### src/rtl/ofs_plat_avalon_mem_arb_pkg.sv
// Shared types and helpers for the split read/write Avalon arbiter.
//   t_rdwr_grant  : which source channel owns the shared sink this cycle.
//   run_cnt_width : width of the fairness run counter for a given pair of
//                   maximum run lengths.
package ofs_plat_avalon_mem_arb_pkg;

  typedef enum logic [1:0] {
    GRANT_NONE = 2'd0,
    GRANT_RD   = 2'd1,
    GRANT_WR   = 2'd2
  } t_rdwr_grant;

  // log2 of the larger run limit plus one bit, so MAX_RUN-1 always fits.
  function automatic int run_cnt_width(input int rd_max_run, input int wr_max_run);
    int m;
    m = (rd_max_run > wr_max_run) ? rd_max_run : wr_max_run;
    return $clog2(m) + 1;
  endfunction

endpackage

### src/rtl/ofs_plat_avalon_wr_burst_tracker.sv
// Tracks write bursts on an Avalon write channel.
// Ports:
//   clk, reset     : clock, synchronous active-high reset
//   beat_accepted  : one write beat was accepted this cycle
//   burstcount     : burstcount presented with the beat (used on first beat)
//   wr_locked      : a multi-beat burst is in progress
//   sop            : the next accepted beat is the first beat of a burst
//   beats_left     : beats still owed by the burst in progress
module ofs_plat_avalon_wr_burst_tracker #(
  parameter int BURST_W = 4
) (
  input  logic               clk,
  input  logic               reset,
  input  logic               beat_accepted,
  input  logic [BURST_W-1:0] burstcount,
  output logic               wr_locked,
  output logic               sop,
  output logic [BURST_W-1:0] beats_left
);

  logic               wr_locked_q, wr_locked_d;
  logic [BURST_W-1:0] beats_left_q, beats_left_d;

  always_comb begin
    wr_locked_d  = wr_locked_q;
    beats_left_d = beats_left_q;
    if (beat_accepted) begin
      if (!wr_locked_q) begin
        // Single-beat bursts never lock.
        if (burstcount > BURST_W'(1)) begin
          wr_locked_d  = 1'b1;
          beats_left_d = burstcount - BURST_W'(1);
        end
      end else begin
        beats_left_d = beats_left_q - BURST_W'(1);
        if (beats_left_q == BURST_W'(1)) begin
          wr_locked_d = 1'b0;
        end
      end
    end
  end

  always_ff @(posedge clk) begin
    if (reset) begin
      wr_locked_q  <= 1'b0;
      beats_left_q <= '0;
    end else begin
      wr_locked_q  <= wr_locked_d;
      beats_left_q <= beats_left_d;
    end
  end

  assign wr_locked  = wr_locked_q;
  assign sop        = !wr_locked_q;
  assign beats_left = beats_left_q;

endmodule

### src/rtl/ofs_plat_avalon_mem_rdwr_if_arb_to_mem_if.sv
// Arbitrates a split read/write Avalon source onto one shared Avalon sink.
// Ports:
//   clk, reset        : clock, synchronous active-high reset
//   src_rd_*          : source read command channel and read responses
//   src_wr_*          : source write command channel and write responses
//   snk_*             : shared sink command channel and its responses
//   dbg_*             : grant and arbitration state for observation
// Handshake: a command transfers in a cycle where its read/write strobe is
// high and the matching waitrequest is low. Grant is combinational from
// registered state and the source strobes only, so a stalled sink never
// moves the grant. Responses pass straight through.
module ofs_plat_avalon_mem_rdwr_if_arb_to_mem_if
  import ofs_plat_avalon_mem_arb_pkg::*;
#(
  parameter int RD_MAX_RUN = 4,
  parameter int WR_MAX_RUN = 4,
  parameter int ADDR_W     = 16,
  parameter int DATA_W     = 32,
  parameter int BURST_W    = 4,
  parameter int USER_W     = 4,
  localparam int BE_W      = DATA_W / 8,
  localparam int RUN_W     = run_cnt_width(RD_MAX_RUN, WR_MAX_RUN)
) (
  input  logic               clk,
  input  logic               reset,
  // source read channel
  input  logic [ADDR_W-1:0]  src_rd_address,
  input  logic               src_rd_read,
  input  logic [BURST_W-1:0] src_rd_burstcount,
  input  logic [BE_W-1:0]    src_rd_byteenable,
  input  logic [USER_W-1:0]  src_rd_user,
  output logic               src_rd_waitrequest,
  output logic               src_rd_readdatavalid,
  output logic [DATA_W-1:0]  src_rd_readdata,
  output logic [1:0]         src_rd_response,
  output logic [USER_W-1:0]  src_rd_readresponseuser,
  // source write channel
  input  logic [ADDR_W-1:0]  src_wr_address,
  input  logic               src_wr_write,
  input  logic [BURST_W-1:0] src_wr_burstcount,
  input  logic [BE_W-1:0]    src_wr_byteenable,
  input  logic [DATA_W-1:0]  src_wr_writedata,
  input  logic [USER_W-1:0]  src_wr_user,
  output logic               src_wr_waitrequest,
  output logic               src_wr_writeresponsevalid,
  output logic [1:0]         src_wr_writeresponse,
  output logic [USER_W-1:0]  src_wr_writeresponseuser,
  // shared sink
  output logic [ADDR_W-1:0]  snk_address,
  output logic               snk_read,
  output logic               snk_write,
  output logic [BURST_W-1:0] snk_burstcount,
  output logic [BE_W-1:0]    snk_byteenable,
  output logic [DATA_W-1:0]  snk_writedata,
  output logic [USER_W-1:0]  snk_user,
  input  logic               snk_waitrequest,
  input  logic               snk_readdatavalid,
  input  logic [DATA_W-1:0]  snk_readdata,
  input  logic [1:0]         snk_response,
  input  logic [USER_W-1:0]  snk_readresponseuser,
  input  logic               snk_writeresponsevalid,
  input  logic [1:0]         snk_writeresponse,
  input  logic [USER_W-1:0]  snk_writeresponseuser,
  // observation
  output logic [1:0]         dbg_grant,
  output logic               dbg_wr_locked,
  output logic [BURST_W-1:0] dbg_wr_beats_left,
  output logic               dbg_pri_wr,
  output logic [RUN_W-1:0]   dbg_run_cnt
);

  localparam logic [RUN_W-1:0] RD_LAST = RUN_W'(RD_MAX_RUN - 1);
  localparam logic [RUN_W-1:0] WR_LAST = RUN_W'(WR_MAX_RUN - 1);

  t_rdwr_grant        grant;
  logic               grant_rd, grant_wr;
  logic               wr_locked, wr_sop;
  logic [BURST_W-1:0] wr_beats_left;
  logic               rd_accepted, wr_accepted, wr_first_accepted;
  logic               pri_wr_q, pri_wr_d;
  logic [RUN_W-1:0]   run_cnt_q, run_cnt_d;
  logic               ev_wr, other_req;

  always_comb begin
    grant = GRANT_NONE;
    if (wr_locked) begin
      grant = GRANT_WR;
    end else if (src_rd_read && src_wr_write) begin
      grant = pri_wr_q ? GRANT_WR : GRANT_RD;
    end else if (src_rd_read) begin
      grant = GRANT_RD;
    end else if (src_wr_write) begin
      grant = GRANT_WR;
    end
  end

  assign grant_rd = (grant == GRANT_RD);
  assign grant_wr = (grant == GRANT_WR);

  // Reset forces the command path idle; responses are left alone.
  assign snk_read           = !reset && src_rd_read && grant_rd;
  assign snk_write          = !reset && src_wr_write && grant_wr;
  assign src_rd_waitrequest = reset || snk_waitrequest || !grant_rd;
  assign src_wr_waitrequest = reset || snk_waitrequest || !grant_wr;

  always_comb begin
    if (grant_rd) begin
      snk_address    = src_rd_address;
      snk_burstcount = src_rd_burstcount;
      snk_byteenable = src_rd_byteenable;
      snk_user       = src_rd_user;
    end else begin
      snk_address    = src_wr_address;
      snk_burstcount = src_wr_burstcount;
      snk_byteenable = src_wr_byteenable;
      snk_user       = src_wr_user;
    end
  end

  assign snk_writedata = src_wr_writedata;

  assign src_rd_readdatavalid      = snk_readdatavalid;
  assign src_rd_readdata           = snk_readdata;
  assign src_rd_response           = snk_response;
  assign src_rd_readresponseuser   = snk_readresponseuser;
  assign src_wr_writeresponsevalid = snk_writeresponsevalid;
  assign src_wr_writeresponse      = snk_writeresponse;
  assign src_wr_writeresponseuser  = snk_writeresponseuser;

  assign rd_accepted       = snk_read && !snk_waitrequest;
  assign wr_accepted       = snk_write && !snk_waitrequest;
  assign wr_first_accepted = wr_accepted && wr_sop;

  ofs_plat_avalon_wr_burst_tracker #(
    .BURST_W (BURST_W)
  ) u_wr_burst (
    .clk           (clk),
    .reset         (reset),
    .beat_accepted (wr_accepted),
    .burstcount    (src_wr_burstcount),
    .wr_locked     (wr_locked),
    .sop           (wr_sop),
    .beats_left    (wr_beats_left)
  );

  // Fairness: only reads and first write beats are run events. A run only
  // grows while the other side is waiting; otherwise it restarts.
  always_comb begin
    pri_wr_d  = pri_wr_q;
    run_cnt_d = run_cnt_q;
    ev_wr     = wr_first_accepted;
    other_req = wr_first_accepted ? src_rd_read : src_wr_write;
    if (rd_accepted || wr_first_accepted) begin
      if (!other_req || (ev_wr != pri_wr_q)) begin
        run_cnt_d = '0;
      end else if (run_cnt_q == (ev_wr ? WR_LAST : RD_LAST)) begin
        pri_wr_d  = !pri_wr_q;
        run_cnt_d = '0;
      end else begin
        run_cnt_d = run_cnt_q + RUN_W'(1);
      end
    end
  end

  always_ff @(posedge clk) begin
    if (reset) begin
      pri_wr_q  <= 1'b0;
      run_cnt_q <= '0;
    end else begin
      pri_wr_q  <= pri_wr_d;
      run_cnt_q <= run_cnt_d;
    end
  end

  always_ff @(posedge clk) begin
    if (!reset && wr_first_accepted) begin
      assert (src_wr_burstcount != '0)
        else $error("illegal write burstcount 0");
    end
  end

  assign dbg_grant         = grant;
  assign dbg_wr_locked     = wr_locked;
  assign dbg_wr_beats_left = wr_beats_left;
  assign dbg_pri_wr        = pri_wr_q;
  assign dbg_run_cnt       = run_cnt_q;

endmodule

### config.mk
export PLATFORM = sky130hd
export DESIGN_NAME = ofs_plat_avalon_mem_rdwr_if_arb_to_mem_if
export DESIGN_NICKNAME = d
export VERILOG_FILES = /design/src/rtl/ofs_plat_avalon_mem_arb_pkg.sv /design/src/rtl/ofs_plat_avalon_wr_burst_tracker.sv /design/src/rtl/ofs_plat_avalon_mem_rdwr_if_arb_to_mem_if.sv
export SDC_FILE = /design/constraint.sdc
export NUM_CORES = 1
export LEC_CHECK = 0
export CORE_AREA = 5 5 98 100
export CTS_CLUSTER_DIAMETER = 40
export DETAILED_ROUTE_END_ITERATION = 8
export DIE_AREA = 0 0 103 105
export PLACE_DENSITY = 0.75
export SLEW_MARGIN = 30
export SYNTH_ARGS = -nofsm -noshare
export SYNTH_HDL_FRONTEND = slang
export SYNTH_SLANG_ARGS = --single-unit
### constraint.sdc
create_clock -name clk -period 2.8 [get_ports clk]
set_input_delay 0.56 -clock clk [delete_from_list [all_inputs] [get_ports clk]]
set_output_delay 0.56 -clock clk [all_outputs]
set_load 0.05 [all_outputs]
# ---- After elaboration in Yosys (flattened, before gate mapping)
# Index checks and enable logic that the tools add are counted.
dict set report op_classes {
  eq_ne 5
  n_addsub 3
  n_lt_le_gt_ge 1
  bitwise_logic 1
  reduce_logical 23
  n_mux 17
}
# operator n
set ops {}
lappend ops {{$mux W4} 5}
lappend ops {{$mux W16} 1}
lappend ops {{$mux W2} 5}
lappend ops {{$logic_and A1 B1 Y1} 8}
lappend ops {{$sub A4 B1 Y4 const B} 2}
lappend ops {{$logic_not A1 Y1} 7}
lappend ops {{$mux W3} 2}
lappend ops {{$logic_or A1 B1 Y1} 5}
lappend ops {{$eq A4 B1 Y1 const B} 1}
lappend ops {{$gt A4 B1 Y1 const B} 1}
lappend ops {{$mux W1} 4}
lappend ops {{$add A3 B1 Y3 const B} 1}
lappend ops {{$eq A3 B2 Y1 const B} 1}
lappend ops {{$reduce_and A3 Y1} 1}
lappend ops {{$eq A2 B1 Y1 const B} 1}
lappend ops {{$eq A2 B2 Y1 const B} 1}
lappend ops {{$reduce_and A2 Y1} 1}
lappend ops {{$reduce_bool A2 Y1} 1}
lappend ops {{$ne A1 B1 Y1} 1}
lappend ops {{$not A1 Y1} 1}
dict set report word_totals {
  ff_bits 9
  inputBits 139
  wordCells 54
  output_inout_bits 121
}

# ---- Longest topological paths before layout
dict set report depth {
  word_depth 13
  ltp_mapped 7
  mapped_depth_nobuf 6
}

# ---- By module
# From an unflattened synthesis, not the netlist that was laid out.
dict set report hier_totals {
  hier_cells 194
  area_unflattened_um2 1595.3
}
# module n_inst cells_each area_each_um2 seq_area_each_um2
set modules_own_cells {}
lappend modules_own_cells {ofs_plat_avalon_mem_rdwr_if_arb_to_mem_if 1 151 1217.4 80.1}
lappend modules_own_cells {ofs_plat_avalon_wr_burst_tracker 1 43 377.9 100.1}

# ---- Worst setup path after synthesis
# OpenSTA, ideal clock, no wires.
dict set report synth_timing {
  path_kind {flip-flop to output port}
  from {register pri_wr_q, in the netlist dbg_pri_wr}
  to {output snk_burstcount[0]}
  stages_incl_launch_ff 5
  t_arrival_ns 2.208
  path_buffers 0
  slack_ns 0.032
  t_required_ns 2.240
  cell_sequence {dfxtp_1 > nand2_1 > nand2_2 > inv_2 > o21ai_0}
}
dict set report synth_via {
  elab_chain_cells 5
}
# item line_no
set synth_rtl {}
lappend synth_rtl {{start: declaration} ofs_plat_avalon_mem_rdwr_if_arb_to_mem_if.sv:80} ;# logic pri_wr_q, pri_wr_d;
lappend synth_rtl {{start signal: assignment} ofs_plat_avalon_mem_rdwr_if_arb_to_mem_if.sv:170} ;# pri_wr_q <= pri_wr_d;
lappend synth_rtl {{$mux W2} ofs_plat_avalon_mem_rdwr_if_arb_to_mem_if.sv:89} ;# grant = pri_wr_q ? GRANT_WR : GRANT_RD;
lappend synth_rtl {{$mux W2} ofs_plat_avalon_mem_rdwr_if_arb_to_mem_if.sv:88} ;# end else if (src_rd_read && src_wr_write) begin
lappend synth_rtl {{$mux W2} ofs_plat_avalon_mem_rdwr_if_arb_to_mem_if.sv:86} ;# if (wr_locked) begin
lappend synth_rtl {{$eq A2 B1 Y1} ofs_plat_avalon_mem_rdwr_if_arb_to_mem_if.sv:97} ;# assign grant_rd = (grant == GRANT_RD);
lappend synth_rtl {{$mux W4} ofs_plat_avalon_mem_rdwr_if_arb_to_mem_if.sv:107} ;# if (grant_rd) begin
lappend synth_rtl {{end: declaration} ofs_plat_avalon_mem_rdwr_if_arb_to_mem_if.sv:52} ;# output logic [BURST_W-1:0] snk_burstcount,
# Every way passes these cells.

# ---- Final worst setup path
dict set report layout_timing {
  from {input src_wr_write}
  to {output snk_address[13]}
}
dict set report layout_via {
  elab_chain_cells 6
  elab_cells_between_ends 7
  cone_classes {eq/ne: 1; mux: 5; reduce/logical: 1}
}
# item line_no
set layout_rtl {}
lappend layout_rtl {{start: declaration} ofs_plat_avalon_mem_rdwr_if_arb_to_mem_if.sv:39} ;# input logic src_wr_write,
lappend layout_rtl {{$mux W2} ofs_plat_avalon_mem_rdwr_if_arb_to_mem_if.sv:92} ;# end else if (src_wr_write) begin
lappend layout_rtl {{$mux W2} ofs_plat_avalon_mem_rdwr_if_arb_to_mem_if.sv:90} ;# end else if (src_rd_read) begin
lappend layout_rtl {{$mux W2 *} ofs_plat_avalon_mem_rdwr_if_arb_to_mem_if.sv:88}
lappend layout_rtl {{$mux W2 *} ofs_plat_avalon_mem_rdwr_if_arb_to_mem_if.sv:86}
lappend layout_rtl {{$eq A2 B1 Y1 *} ofs_plat_avalon_mem_rdwr_if_arb_to_mem_if.sv:97}
lappend layout_rtl {{$mux W16 *} ofs_plat_avalon_mem_rdwr_if_arb_to_mem_if.sv:107}
lappend layout_rtl {{end: declaration} ofs_plat_avalon_mem_rdwr_if_arb_to_mem_if.sv:49} ;# output logic [ADDR_W-1:0] snk_address,
# Mark *: on every way between the ends. The rest lies on a longest branch, timed or not.

==> key figures <==
Status
  – Status: complete, no violations

Global routing
  – Met3 Use GR: 0.0386
  – Vias in the first global route: 1,654
  – Largest net degree at the start of global routing: 34
  – Total gr overflow: 0
  – Top Usage Layer GRT: met2
  – Global-route wire length before repair: 8400 µm
  – Gr usage total: 0.0993
  – Met1 usage: 0.0913
  – GR Layer Usage met2: 0.180
  – Initial antenna violation count: 0

Die
  – Core Area: 0.00859 mm²
  – Die area: around 0.011 mm²
  – Std cell rows: 34
  – Die X-Extent: between 100 and 150 µm
  – Initial Utilization: 0.192
  – Ports: 260
  – DIE HEIGHT: roughly 110 µm

Clock network
  – CTS sink count: 9
  – CTS Buf Count: 3
  – H-tree depth: 1
  – Setup Buffers After CTS: 0
  – CTS tree: done
  – Clock tree buffer depth: 2
  – Post-cts repair resize count: 0
  – Clock latency on the worst-skew pair: 0.24 ns
  – CTS clk-pin slew, worst paths: about 0.050 ns
  – Hold-fix buffers, CTS: 0
  – Root buffer cell: clkbuf_8

Setup path
  – CP bufs+invs: 3
  – Worst Setup End Kind: primary output
  – CP delay by family, top: buffers and inverters
  – Required time of the critical path: 2.24 ns
  – RR Startpoint: u_wr_burst.wr_locked
  – Crit path max fanout: 26
  – Arrival time at the worst endpoint: between 2 and 2.5 ns
  – Crit path kind: in -> out
  – Slowest CP cell: clkdlybuf4s50_1
  – Crit path largest cell delay: 0.53 ns
  – Crit path top cell by count: nand2_1
  – R2R Path End: u_wr_burst.beats_left[0]
  – Crit-path cells: clkdlybuf4s50_1 > nand2_1 > nand2_2 > buf_4 > nand2_1 > nand2_1 > buf_12
  – Worst setup SP type: input port
  – Reg-to-reg setup timing slack: 1.33 ns
  – FF-to-FF path depth: 5

Placed design
  – Placed inst area: 0.00258 mm²
  – Post-placement worst setup slack: 0.228 ns
  – RePlAce Congestion: 0.787
  – IO buf count: 103
  – HPWL after DPL: just under 5000 µm

Worst hold path
  – Endpoint with the worst hold slack: u_wr_burst.beats_left[1]
  – Hold path depth: 2
  – Hold_sp: u_wr_burst.beats_left[1]
  – Hold Crit Class: reg -> reg

Routing
  – Via density: about 4.3
  – Initial drt markers: 33
  – 1st-pass router iterations: 4
  – Wirelength per Cell: 15.6 µm
  – # DRC: 0
  – Drt total wl: between 5000 and 6000 µm
  – Vias: 1,650
  – Antenna Nets Post-Route: 0

Synthesis
  – Post-synth top area cell: buf_4
  – Post-synth top area share: 0.364
  – Ys async rst share: 0
  – Syn Nets: 391
  – Cells after synthesis: ~250
  – Most common flop cell mapped by yosys: dfxtp_1
  – Synth unique cells: 43
  – Synth warn: 0
  – Dominant cells by area after synthesis: buf_4, nand2_1, dfxtp_1
  – Average size of a mapped cell: 6.68 µm²
  – Most common cell in the netlist: nand2_1
  – Post-synthesis sequential area ratio: 0.109
  – Synthesized area: between 0.0015 and 0.002 mm²
  – Most frequent cells after synthesis: nand2_1, buf_4, dfxtp_1
  – EDFF count, synth: 0
  – Synth Register Bits: 9

Pwr
  – Leakage Power: 1.13 nW
  – Total power: roughly 0.84 mW
  – Pwr Density: roughly 320 mW/mm²
  – VDD IR max: 0.123 mV

Timing
  – Final min period: 2.59 ns
  – Worst-Margin Slew: about 0.5 ns
  – Final Max Tran Viols: 0
  – Setup ws final: 0.215 ns
  – Final worst path period share: 0.923
  – Setup violations, final: 0
  – Relative slew slack: 0.656
  – Worst Skew: 0.00546 ns
  – Max Clock Freq: 387 MHz
  – Setup_tns: 0 ns
  – RSZ-0062 raised after global routing: no
  – Fin. Hold Viols: 0

Final layout
  – Final #Nets: roughly 420
  – Utilization after layout: 0.305
  – Antenna diodes: 0
  – Share of layout cells above drive strength 1: 0.204
  – Final Instance Area: 0.00262 mm²
  – Filler Cells Inserted: about 900
  – Layout overhead on the synthesized area: 59.0%

Job
  – Max-cap violations: 0
## report_power, final
group	internal, mW	leakage [nW]	switching, mW
clock network	0.0998	0.0228	0.0578
registers	0.131	0.0728	0.00378
logic	0.268	1.04	0.282
total	0.499	1.13	0.344
## layer usage
layer / vias to the layer above / part of all wire
met5: - / 0
met3: 52 / 0.12
li1: 765 / -
met1: 721 / 0.33
met4: 0 / 0.053
met2: 112 / 0.50
## through the flow
stage | hold slack, ns | cells
final | 0.510 | 382
after global routing | 0.539 | 382
after CTS | 0.507 | 382
after detailed placement | 0.502 | 378
after global placement | 0.482 | 378
after floorplan | 0.709 | 247
## registers in the layout (all words and copies together), names as in the netlist
name,count
dbg_run_cnt,3
dbg_pri_wr,1
u_wr_burst.beats_left,4
u_wr_burst.wr_locked,1
## worst register-to-register path, delay by kind of cell (launching register included)
family                 cells  cell delay (ns)
AND/OR/NAND/NOR            1             0.21
AO/OA/AOI/OAI              3             0.62
buffers and inverters      1             0.20
flip-flops                 1             0.32
## cells by family after synthesis
kind of cell,Yosys count,synth area share
fa+ha+maj,5,0.0379
xor+xnor,4,0.0212
buf+inv,91,0.397
flops,9,0.109
simple gates,116,0.334
compound gates,20,0.0888
mux,2,0.0121
## cell type report
class,instances,area [µm²],share of cell area
repair buffers,109,1430,0.545
well taps,108,135,0.0515
multi-input cells,147,815,0.311
inverters,5,18.8,0.00716
clock buffers,4,45.0,0.0172
flip-flops and latches,9,180,0.0687
## worst max-delay path by stage
| stage | to | startpoint | slack [ns] | cells after the start |
|---|---|---|---|---|
| finish | snk_address[13] | src_wr_write | 0.21 | 7 |
| global route | snk_burstcount[0] | src_wr_write | 0.12 | 7 |
| CTS | snk_address[13] | src_wr_write | 0.20 | 7 |
| detailed placement | snk_address[13] | src_wr_write | 0.23 | 7 |
| floorplan | snk_burstcount[0] | dbg_pri_wr | 0.03 | 4 |
| global placement | snk_address[13] | src_wr_write | 0.20 | 7 |
## cell usage in the layout (no fill, tap or decap), types with 4 or more instances in the layout
cell type,Yosys,layout
ha_1,5,5
inv_1,4,4
dfxtp_1,9,9
clkdlybuf4s50_1,0,69
nor2_1,5,5
buf_4,80,5
nand2_1,85,85
a21oi_1,5,5
buf_12,0,35
(Power assumes the default switching activity.)
